**config.mk**
```make
export PLATFORM = sky130hd
export DESIGN_NAME = branch_predict_unit
export DESIGN_NICKNAME = d
export VERILOG_FILES = /design/src/rtl/branch_predict_unit.sv
export SDC_FILE = /design/constraint.sdc
export NUM_CORES = 1
export LEC_CHECK = 0
export CAP_MARGIN = 5
export CORE_MARGIN = 2
export CORE_UTILIZATION = 40
export CTS_CLUSTER_DIAMETER = 120
export DETAILED_ROUTE_END_ITERATION = 7
export PLACE_DENSITY = 0.65
export SKIP_LAST_GASP = 1
export SYNTH_ARGS = -nofsm -noshare
export SYNTH_HDL_FRONTEND = slang
export SYNTH_SLANG_ARGS = --single-unit
```
**constraint.sdc**
```tcl
create_clock -name clk -period 7 [get_ports clk]
set_input_delay 0.7 -clock clk [delete_from_list [all_inputs] [get_ports clk]]
set_output_delay 0.7 -clock clk [all_outputs]
set_load 0.005 [all_outputs]
```
**src/rtl/branch_predict_unit.sv**
```systemverilog
// Branch prediction and resolution unit: saturating-counter table (bimodal or gshare),
// RV32I conditional branch resolution, table training and saturating statistics.
module branch_predict_unit #(
    parameter int INDEX_BITS = 6,
    parameter int CTR_BITS   = 2,
    parameter int GSHARE     = 0,
    parameter int STAT_BITS  = 32
) (
    input  logic                 clk,
    input  logic                 rst,
    input  logic [31:0]          if_pc,
    output logic                 pred_taken,
    input  logic                 ex_valid,
    input  logic [1:0]           ex_branch,
    input  logic [2:0]           ex_funct3,
    input  logic [31:0]          ex_rs1,
    input  logic [31:0]          ex_rs2,
    input  logic [31:0]          ex_pc,
    input  logic                 ex_prediction,
    output logic                 taken,
    output logic                 misprediction,
    output logic                 illegal_branch,
    output logic [STAT_BITS-1:0] branch_count,
    output logic [STAT_BITS-1:0] mispredict_count
);

    localparam int                   ENTRIES  = 1 << INDEX_BITS;
    localparam logic [CTR_BITS-1:0]  CTR_INIT = CTR_BITS'((1 << (CTR_BITS - 1)) - 1);
    localparam logic [CTR_BITS-1:0]  CTR_MAX  = {CTR_BITS{1'b1}};
    localparam logic [CTR_BITS-1:0]  CTR_MIN  = {CTR_BITS{1'b0}};
    localparam logic [STAT_BITS-1:0] STAT_MAX = {STAT_BITS{1'b1}};

    logic [CTR_BITS-1:0]   ctr_q [ENTRIES];
    logic [CTR_BITS-1:0]   ctr_cur_s;
    logic [CTR_BITS-1:0]   ctr_upd_d;
    logic [INDEX_BITS-1:0] ghr_q, ghr_d;
    logic [STAT_BITS-1:0]  branch_cnt_q, branch_cnt_d;
    logic [STAT_BITS-1:0]  mispred_cnt_q, mispred_cnt_d;
    logic [INDEX_BITS-1:0] if_idx_s, ex_idx_s;
    logic                  eq_s, lt_s_s, lt_u_s;
    logic                  outcome_s, legal_s, is_cond_s, active_s;
    logic                  unused_pc_bits_s;

    // Both the fetch-side lookup and the EX-side update go through this one mapping.
    function automatic logic [INDEX_BITS-1:0] table_index(
        input logic [INDEX_BITS-1:0] pc_bits,
        input logic [INDEX_BITS-1:0] ghr
    );
        if (GSHARE != 0) begin
            return pc_bits ^ ghr;
        end else begin
            return pc_bits;
        end
    endfunction

    assign if_idx_s = table_index(if_pc[INDEX_BITS+1:2], ghr_q);
    assign ex_idx_s = table_index(ex_pc[INDEX_BITS+1:2], ghr_q);
    assign unused_pc_bits_s = ^{if_pc[31:INDEX_BITS+2], if_pc[1:0],
                                ex_pc[31:INDEX_BITS+2], ex_pc[1:0]};

    // Read-before-write: the lookup sees the table as it stands this cycle.
    assign pred_taken = ctr_q[if_idx_s][CTR_BITS-1];

    assign eq_s   = (ex_rs1 == ex_rs2);
    assign lt_s_s = ($signed(ex_rs1) < $signed(ex_rs2));
    assign lt_u_s = (ex_rs1 < ex_rs2);

    // Decode funct3 into an outcome and a legality flag.
    always_comb begin
        outcome_s = 1'b0;
        legal_s   = 1'b0;
        case (ex_funct3)
            3'b000: begin outcome_s = eq_s;    legal_s = 1'b1; end
            3'b001: begin outcome_s = !eq_s;   legal_s = 1'b1; end
            3'b100: begin outcome_s = lt_s_s;  legal_s = 1'b1; end
            3'b101: begin outcome_s = !lt_s_s; legal_s = 1'b1; end
            3'b110: begin outcome_s = lt_u_s;  legal_s = 1'b1; end
            3'b111: begin outcome_s = !lt_u_s; legal_s = 1'b1; end
            default: begin outcome_s = 1'b0;   legal_s = 1'b0; end
        endcase
    end

    assign is_cond_s      = ex_valid && (ex_branch == 2'b01);
    assign active_s       = is_cond_s && legal_s;
    assign taken          = active_s && outcome_s;
    assign misprediction  = active_s && (outcome_s ^ ex_prediction);
    assign illegal_branch = is_cond_s && !legal_s;

    // Next-state for the trained counter, the history register and the statistics.
    always_comb begin
        ctr_cur_s     = ctr_q[ex_idx_s];
        ctr_upd_d     = ctr_cur_s;
        ghr_d         = ghr_q;
        branch_cnt_d  = branch_cnt_q;
        mispred_cnt_d = mispred_cnt_q;
        if (outcome_s) begin
            if (ctr_cur_s != CTR_MAX) begin
                ctr_upd_d = ctr_cur_s + CTR_BITS'(1);
            end else begin
                ctr_upd_d = ctr_cur_s;
            end
        end else begin
            if (ctr_cur_s != CTR_MIN) begin
                ctr_upd_d = ctr_cur_s - CTR_BITS'(1);
            end else begin
                ctr_upd_d = ctr_cur_s;
            end
        end
        if (active_s) begin
            if (GSHARE != 0) begin
                ghr_d = {ghr_q[INDEX_BITS-2:0], outcome_s};
            end else begin
                ghr_d = ghr_q;
            end
            if (branch_cnt_q != STAT_MAX) begin
                branch_cnt_d = branch_cnt_q + STAT_BITS'(1);
            end else begin
                branch_cnt_d = branch_cnt_q;
            end
            if (misprediction && (mispred_cnt_q != STAT_MAX)) begin
                mispred_cnt_d = mispred_cnt_q + STAT_BITS'(1);
            end else begin
                mispred_cnt_d = mispred_cnt_q;
            end
        end else begin
            ghr_d = ghr_q;
        end
    end

    // State registers; reset discards any update in flight.
    always_ff @(posedge clk or posedge rst) begin
        if (rst) begin
            for (int i = 0; i < ENTRIES; i++) begin
                ctr_q[i] <= CTR_INIT;
            end
            ghr_q         <= '0;
            branch_cnt_q  <= '0;
            mispred_cnt_q <= '0;
        end else begin
            if (active_s) begin
                ctr_q[ex_idx_s] <= ctr_upd_d;
            end
            ghr_q         <= ghr_d;
            branch_cnt_q  <= branch_cnt_d;
            mispred_cnt_q <= mispred_cnt_d;
        end
    end

    assign branch_count     = branch_cnt_q;
    assign mispredict_count = mispred_cnt_q;

endmodule

```
==> run_results.csv, run 1 <==
group,metric,value,unit
status,run_status,"finished clean",
clocking,ctsHtreeMaxLevel,4,
power,clockPowerShare,0.401,
synth,async_reset_ff_frac,1.00,
synth,synth_commonest_cells,"mux2_2, dfrtp_1, nand2_1, nor2_1, dfstp_2",
synth,synth_area_per_cell,11.4,um^2
floorplan,start_util,0.403,
global_routing,grt_pass1_wl,45100,um
clocking,cts_buffers,17,
synth,synthCells,944,
clocking,ctsResizeCount,0,
power,seq_power_share,0.466,
timing,setup_tns,0,ns
power,power.internal,1.88,mW
synth,ys_warn_count,0,
timing,min_period,4.86,ns
clocking,cts.sinks,192,
synth,syn-cell-area,10800,um^2
hold_path,hp-class,"flop to flop",
synth,yosys_register_bits,192,
clocking,post-cts-setup-buffers,0,
power,vdd_drop_max,0.149,mV
floorplan,die_area,28300,um^2
critical_path,cp_max_fo,14,
final_layout,diodes,0,
timing,setup_viol_count_final,0,
timing,slew_violations,0,
routing,via_per_inst,5.62,
final_layout,nets,1252,
critical_path,arrival,4.16,ns
synth,synthMuxAreaShare,0.213,
synth,synth_most_common_cell,"mux2_2",
global_routing,gr-total-overflow,0,
timing,maxClockFrequency,0.206,GHz
critical_path,start_kind,"input port",
clocking,cts_hold_buffers,0,
clocking,root_buffer,"clkbuf_16",
timing,hold_ws,0.490,ns
clocking,clock_path_buffers,2,
timing,final_hold_viol_count,0,
timing,slew_headroom,0.201,
timing,clock_skew,0.0125,ns
critical_path,critical_path_class,"input port to primary output",
floorplan,core,26700,um^2
routing,wl,27800,um
routing,first_iter_violations,589,
routing,antenna_left,0,
synth,synth_top_family_by_area,"multiplexers",
global_routing,grt_pass1_vias,8251,
power,power_density,198,nW/um^2
routing,first_pass_iters,5,
power,p_leak,5.64,nW
final_layout,ff_latch_area,4880,um^2
timing,rsz0062_at_grt,"false",
global_routing,grt_max_degree,126,
place,place.gp.congestion,0.853,
synth,synth.largest_area_cell,"dfrtp_1",
synth,synthXorXnorAreaFrac,0.0512,
final_layout,nFillCells,2409,
power,p_sw,724,uW
synth,yosysTopAreaCellShare,0.297,
floorplan,die_h,168,um
floorplan,io_pins,205,
power,comb_power_share,0.134,
place,io_buffers,152,
routing,dr_total_vias,8065,
timing,worst_pin_slew,1.20,ns
synth,yosys.area_share.adder,0.0416,
power,power_switching_share,0.278,
global_routing,grt_usage,0.200,
synth,synth_cell_types,66,
critical_path,end_kind,"primary output",
synth,synth_edf_count,0,
synth,ys.flop_type,"dfrtp_1",
final_layout,syn_to_final_growth,22.0,%
clocking,path_clk_slew,0.09,ns
synth,ys_seq_area_frac,0.453,
synth,ys_top_cells_by_area,"dfrtp_1, dfstp_2, mux2_2, mux4_2, ha_1",
critical_path,cp.required,6.30,ns
final_layout,layout-drive-gt1-share,0.260,
routing,routedWlPerCell,19.4,um
synth,synth-simple-area-share,0.133,
routing,drc,0,
clocking,cts_tree,"done",
place,place_hpwl,19300,um
job,maxCapViolCount,0,
floorplan,dieWidth,168,um
timing,post-route-period-util,0.695,
synth,synth_nets,1115,
global_routing,antenna_found_initial,0,
floorplan,placementRows,60,
synth,synth_compound_area_frac,0.0650,
final_layout,multi_input_area,5440,um^2
clocking,clk_latency,0.44,ns
metrics by stage:
stage	instances	power (mW)	area, um^2	utilization	setup slack (ns)
2_1_floorplan	944	1.43	10800	-	1.18
3_3_place_gp	1403	1.57	12500	0.468	2.02
3_5_place_dp	1403	1.58	12500	0.468	2.03
4_1_cts	1435	2.63	13200	0.492	2.08
5_1_grt	1435	2.72	13200	0.492	1.97
6_report	1435	2.61	13200	0.492	2.14
sequential cells by signal (all words and copies together), names as in the netlist:
signal and count:
ctr_q 128, mispredict_count 32, branch_count 32
layer usage:
| metal | wire, um | part of all wire | track usage | vias up |
|---|---|---|---|---|
| met3 | 1640 | 0.059 | 0.0376 | 38 |
| met1 | 12300 | 0.44 | 0.268 | 4036 |
| li1 | - | - | - | 3712 |
| met2 | 13200 | 0.48 | 0.334 | 279 |
| met4 | 576 | 0.021 | 0.0588 | 0 |
| met5 | 0 | 0 | 0 | - |
critical path, cell delays in order:
cell,delay [ns]
clkdlybuf4s50_1,1.17
buf_4,0.29
mux4_2,0.50
mux4_2,0.52
mux4_2,0.50
clkdlybuf4s50_1,0.47
final timing paths:
check	from	to	slack, ns	cells after the start
max reg2reg	ctr_q[80]	ctr_q[6]	3.59	9
min in group asynchronous	rst	mispredict_count[14]	0.81	2
max	if_pc[2]	pred_taken	2.14	6
max in group asynchronous	rst	ctr_q[47]	4.83	3
min	mispredict_count[4]	mispredict_count[4]	0.49	1
min reg2reg	mispredict_count[4]	mispredict_count[4]	0.49	1
layout by cell type, fill, tap and decap left out, drive strengths merged, types with 4 or more instances in the layout:
cell type | Yosys | final
xnor2 | 37 | 37
clkbuf | 12 | 17
nand2b | 6 | 6
a221oi | 11 | 11
inv | 42 | 50
o21ai | 13 | 13
clkdlybuf4s50 | 0 | 151
clkinv | 1 | 5
nor2b | 7 | 7
nor2 | 65 | 65
mux4 | 28 | 28
nand3 | 40 | 40
a22oi | 17 | 17
ha | 34 | 34
mux2i | 10 | 10
and4 | 8 | 8
xor2 | 26 | 26
a21oi | 17 | 17
dfrtp | 128 | 128
nand4 | 27 | 27
a31oi | 5 | 5
nand2 | 77 | 77
o211ai | 6 | 6
and2 | 5 | 5
mux2 | 139 | 139
buf | 33 | 12
nor3 | 22 | 22
nor4 | 8 | 8
and3 | 14 | 14
dfstp | 64 | 64
or3 | 4 | 4
area by class of cell:
class	instances	share of cell area
clock inverter	15	0.0162
inverter	43	0.0128
multi-input combinational	664	0.413
clock buffer	17	0.0323
sequential	192	0.371
tap	341	0.0324
timing repair buffer	163	0.122
kinds of logic after synthesis:
| family | after synthesis |
|---|---|
| buffers and inverters | 88 |
| AO/OA/AOI/OAI | 97 |
| flip-flops | 192 |
| multiplexers | 177 |
| XOR/XNOR | 63 |
| adder cells (fa/ha/maj) | 36 |
| AND/OR/NAND/NOR | 291 |
power groups by stage:
| stage | Combinational (mW) | Clock, mW | Sequential (mW) |
|---|---|---|---|
| 6_report | 0.349 | 1.04 | 1.21 |
| 5_1_grt | 0.383 | 1.11 | 1.22 |
| 4_1_cts | 0.352 | 1.07 | 1.21 |
| 3_5_place_dp | 0.350 | 0 | 1.23 |
| 3_3_place_gp | 0.343 | 0 | 1.23 |
| 2_1_floorplan | 0.206 | 0 | 1.22 |
No activity file was read; power rests on OpenSTA's default activity.
==> run 2: changes to the inputs <==
--- a/config.mk
+++ b/config.mk
@@ -10,7 +10,7 @@
 export CORE_UTILIZATION = 40
 export CTS_CLUSTER_DIAMETER = 120
 export DETAILED_ROUTE_END_ITERATION = 7
-export PLACE_DENSITY = 0.65
+export PLACE_DENSITY = 0.68
 export SKIP_LAST_GASP = 1
 export SYNTH_ARGS = -nofsm -noshare
 export SYNTH_HDL_FRONTEND = slang
==> constraint.sdc (replaced) <==
create_clock -name clk -period 4.16 [get_ports clk]
set_input_delay 0.416 -clock clk [delete_from_list [all_inputs] [get_ports clk]]
set_output_delay 0.416 -clock clk [all_outputs]
set_load 0.005 [all_outputs]
==> run_results.csv, run 2 (synthesized netlist as in run 1, its figures left out) <==
group,metric,value,unit
status,run_status,"finished clean",
critical_path,start_kind,"input port",
global_routing,grt_pass1_vias,8281,
final_layout,syn_to_final_growth,23.8,%
critical_path,critical_path_class,"input port to primary output",
routing,drc,0,
timing,post-route-period-util,0.958,
timing,clock_skew,0.0132,ns
final_layout,mostFrequentLayoutCells,"clkdlybuf4s50_1, mux2_2, dfrtp_1, nand2_1, nor2_1",
global_routing,grt_max_degree,85,
critical_path,end_kind,"primary output",
global_routing,grt_usage,0.197,
timing,min_period,3.98,ns
final_layout,largest_reg_flops,128,
timing,setup_tns,0,ns
clocking,ctsHtreeMaxLevel,4,
hold_path,holdPathStages,1,
timing,rsz0062_at_grt,"false",
final_layout,largest_register,"ctr_q",
clocking,cts.sinks,192,
clocking,clk_latency,0.44,ns
critical_path,cp.required,3.74,ns
clocking,cts_hold_buffers,0,
floorplan,dieWidth,168,um
critical_path,reg2reg_depth,9,
routing,wl,27400,um
final_layout,diodes,0,
final_layout,layout-drive-gt1-share,0.273,
power,p_leak,5.75,nW
final_layout,fin_util,0.499,
floorplan,die_h,168,um
clocking,clock_path_buffers,2,
timing,maxClockFrequency,0.251,GHz
routing,first_iter_violations,437,
timing,slew_violations,0,
clocking,cts_buffers,17,
place,io_buffers,152,
timing,slew_headroom,0.397,
routing,dr_total_vias,8101,
final_layout,nets,1272,
job,maxCapViolCount,0,
routing,antenna_left,0,
place,place.gp.congestion,0.815,
power,vdd_drop_max,0.274,mV
routing,first_pass_iters,5,
global_routing,grt_pass1_wl,44300,um
timing,setup_viol_count_final,0,
floorplan,io_pins,205,
timing,final_hold_viol_count,0,
floorplan,core,26700,um^2
global_routing,gr-total-overflow,0,
routing,routedWlPerCell,18.8,um
floorplan,placementRows,60,
critical_path,cp_max_fo,5,
hold_path,hp-class,"flop to flop",
critical_path,arrival,3.57,ns
clocking,cts_tree,"done",
final_layout,final_common_cell,"clkdlybuf4s50_1",
timing,worst_pin_slew,0.903,ns
floorplan,start_util,0.403,
global_routing,antenna_found_initial,0,
floorplan,die_area,28300,um^2
power,power_density,323,nW/um^2
routing,via_per_inst,5.57,
clocking,path_clk_slew,0.07,ns
clocking,post-cts-setup-buffers,0,
clocking,root_buffer,"clkbuf_16",
place,place_hpwl,19700,um
clocking,ctsResizeCount,0,
[run 2: power breakdown]
group          switching, mW  total (mW)  internal, mW
clock                  0.795        1.66         0.861
sequential            0.0815        2.04          1.96
combinational          0.314       0.620         0.306
total                   1.19        4.31          3.12
[run 2: path summary, 6_finish.rpt]
kind / start / to / slack, ns
worst max-delay path: ex_rs2[31] / misprediction / 0.18
min in group asynchronous: rst / ctr_q[97] / 0.52
worst min register to register: mispredict_count[10] / mispredict_count[10] / 0.49
worst max register to register: ctr_q[80] / ctr_q[15] / 1.19
worst min-delay path: mispredict_count[10] / mispredict_count[10] / 0.49
max in group asynchronous: rst / ctr_q[86] / 2.72
[run 2: stage by stage]
| step | instances | total power [mW] | hold WS, ns | area, um^2 | worst slack [ns] |
|---|---|---|---|---|---|
| floorplan | 944 | 2.40 | 0.477 | 10800 | 0.916 |
| global placement | 1423 | 2.68 | 0.476 | 12700 | 0.202 |
| detailed placement | 1423 | 2.69 | 0.481 | 12700 | 0.182 |
| CTS | 1455 | 4.36 | 0.495 | 13300 | 0.163 |
| global route | 1455 | 4.49 | 0.508 | 13300 | 0.0164 |
| finish | 1455 | 4.31 | 0.486 | 13300 | 0.177 |
[run 2: routing by layer]
metal  wire (um)  global-route usage  share of wire
met1       12100               0.267           0.44
met2       13200               0.318           0.48
met3        1310              0.0259          0.048
met4         824              0.0870          0.030
met5           0                   0              0
[run 2: area by class of cell]
type	count	area (um^2)
repair buffers	183	1840
clock buffers	17	425
flip-flops and latches	192	4880
multi-input cells	664	5440
well taps	341	427
clock inverters	15	166
inverters	43	165
fillers	2372	13400
[run 2: worst max-delay path, cell delays in order]
cell and delay [ns]:
clkdlybuf4s50_1 0.46, inv_1 0.04, ha_1 0.34, nand4_1 0.18, nor4_1 0.30, buf_4 0.17
nand2_1 0.06, xnor2_1 0.16, o221ai_1 0.17, a211o_1 0.38, xnor2_1 0.18, nor2_1 0.18
clkdlybuf4s50_1 0.54
==> run 3: changes to the inputs <==
--- a/config.mk
+++ b/config.mk
@@ -8,6 +8,7 @@
 export CAP_MARGIN = 5
 export CORE_MARGIN = 2
 export CORE_UTILIZATION = 40
+export CTS_BUF_LIST = sky130_fd_sc_hd__clkbuf_8 sky130_fd_sc_hd__clkbuf_16
 export CTS_CLUSTER_DIAMETER = 120
 export DETAILED_ROUTE_END_ITERATION = 7
 export PLACE_DENSITY = 0.68
==> results of run 3 <==
Same layout as run 2: the final DEF is identical, and so are final timing and power.
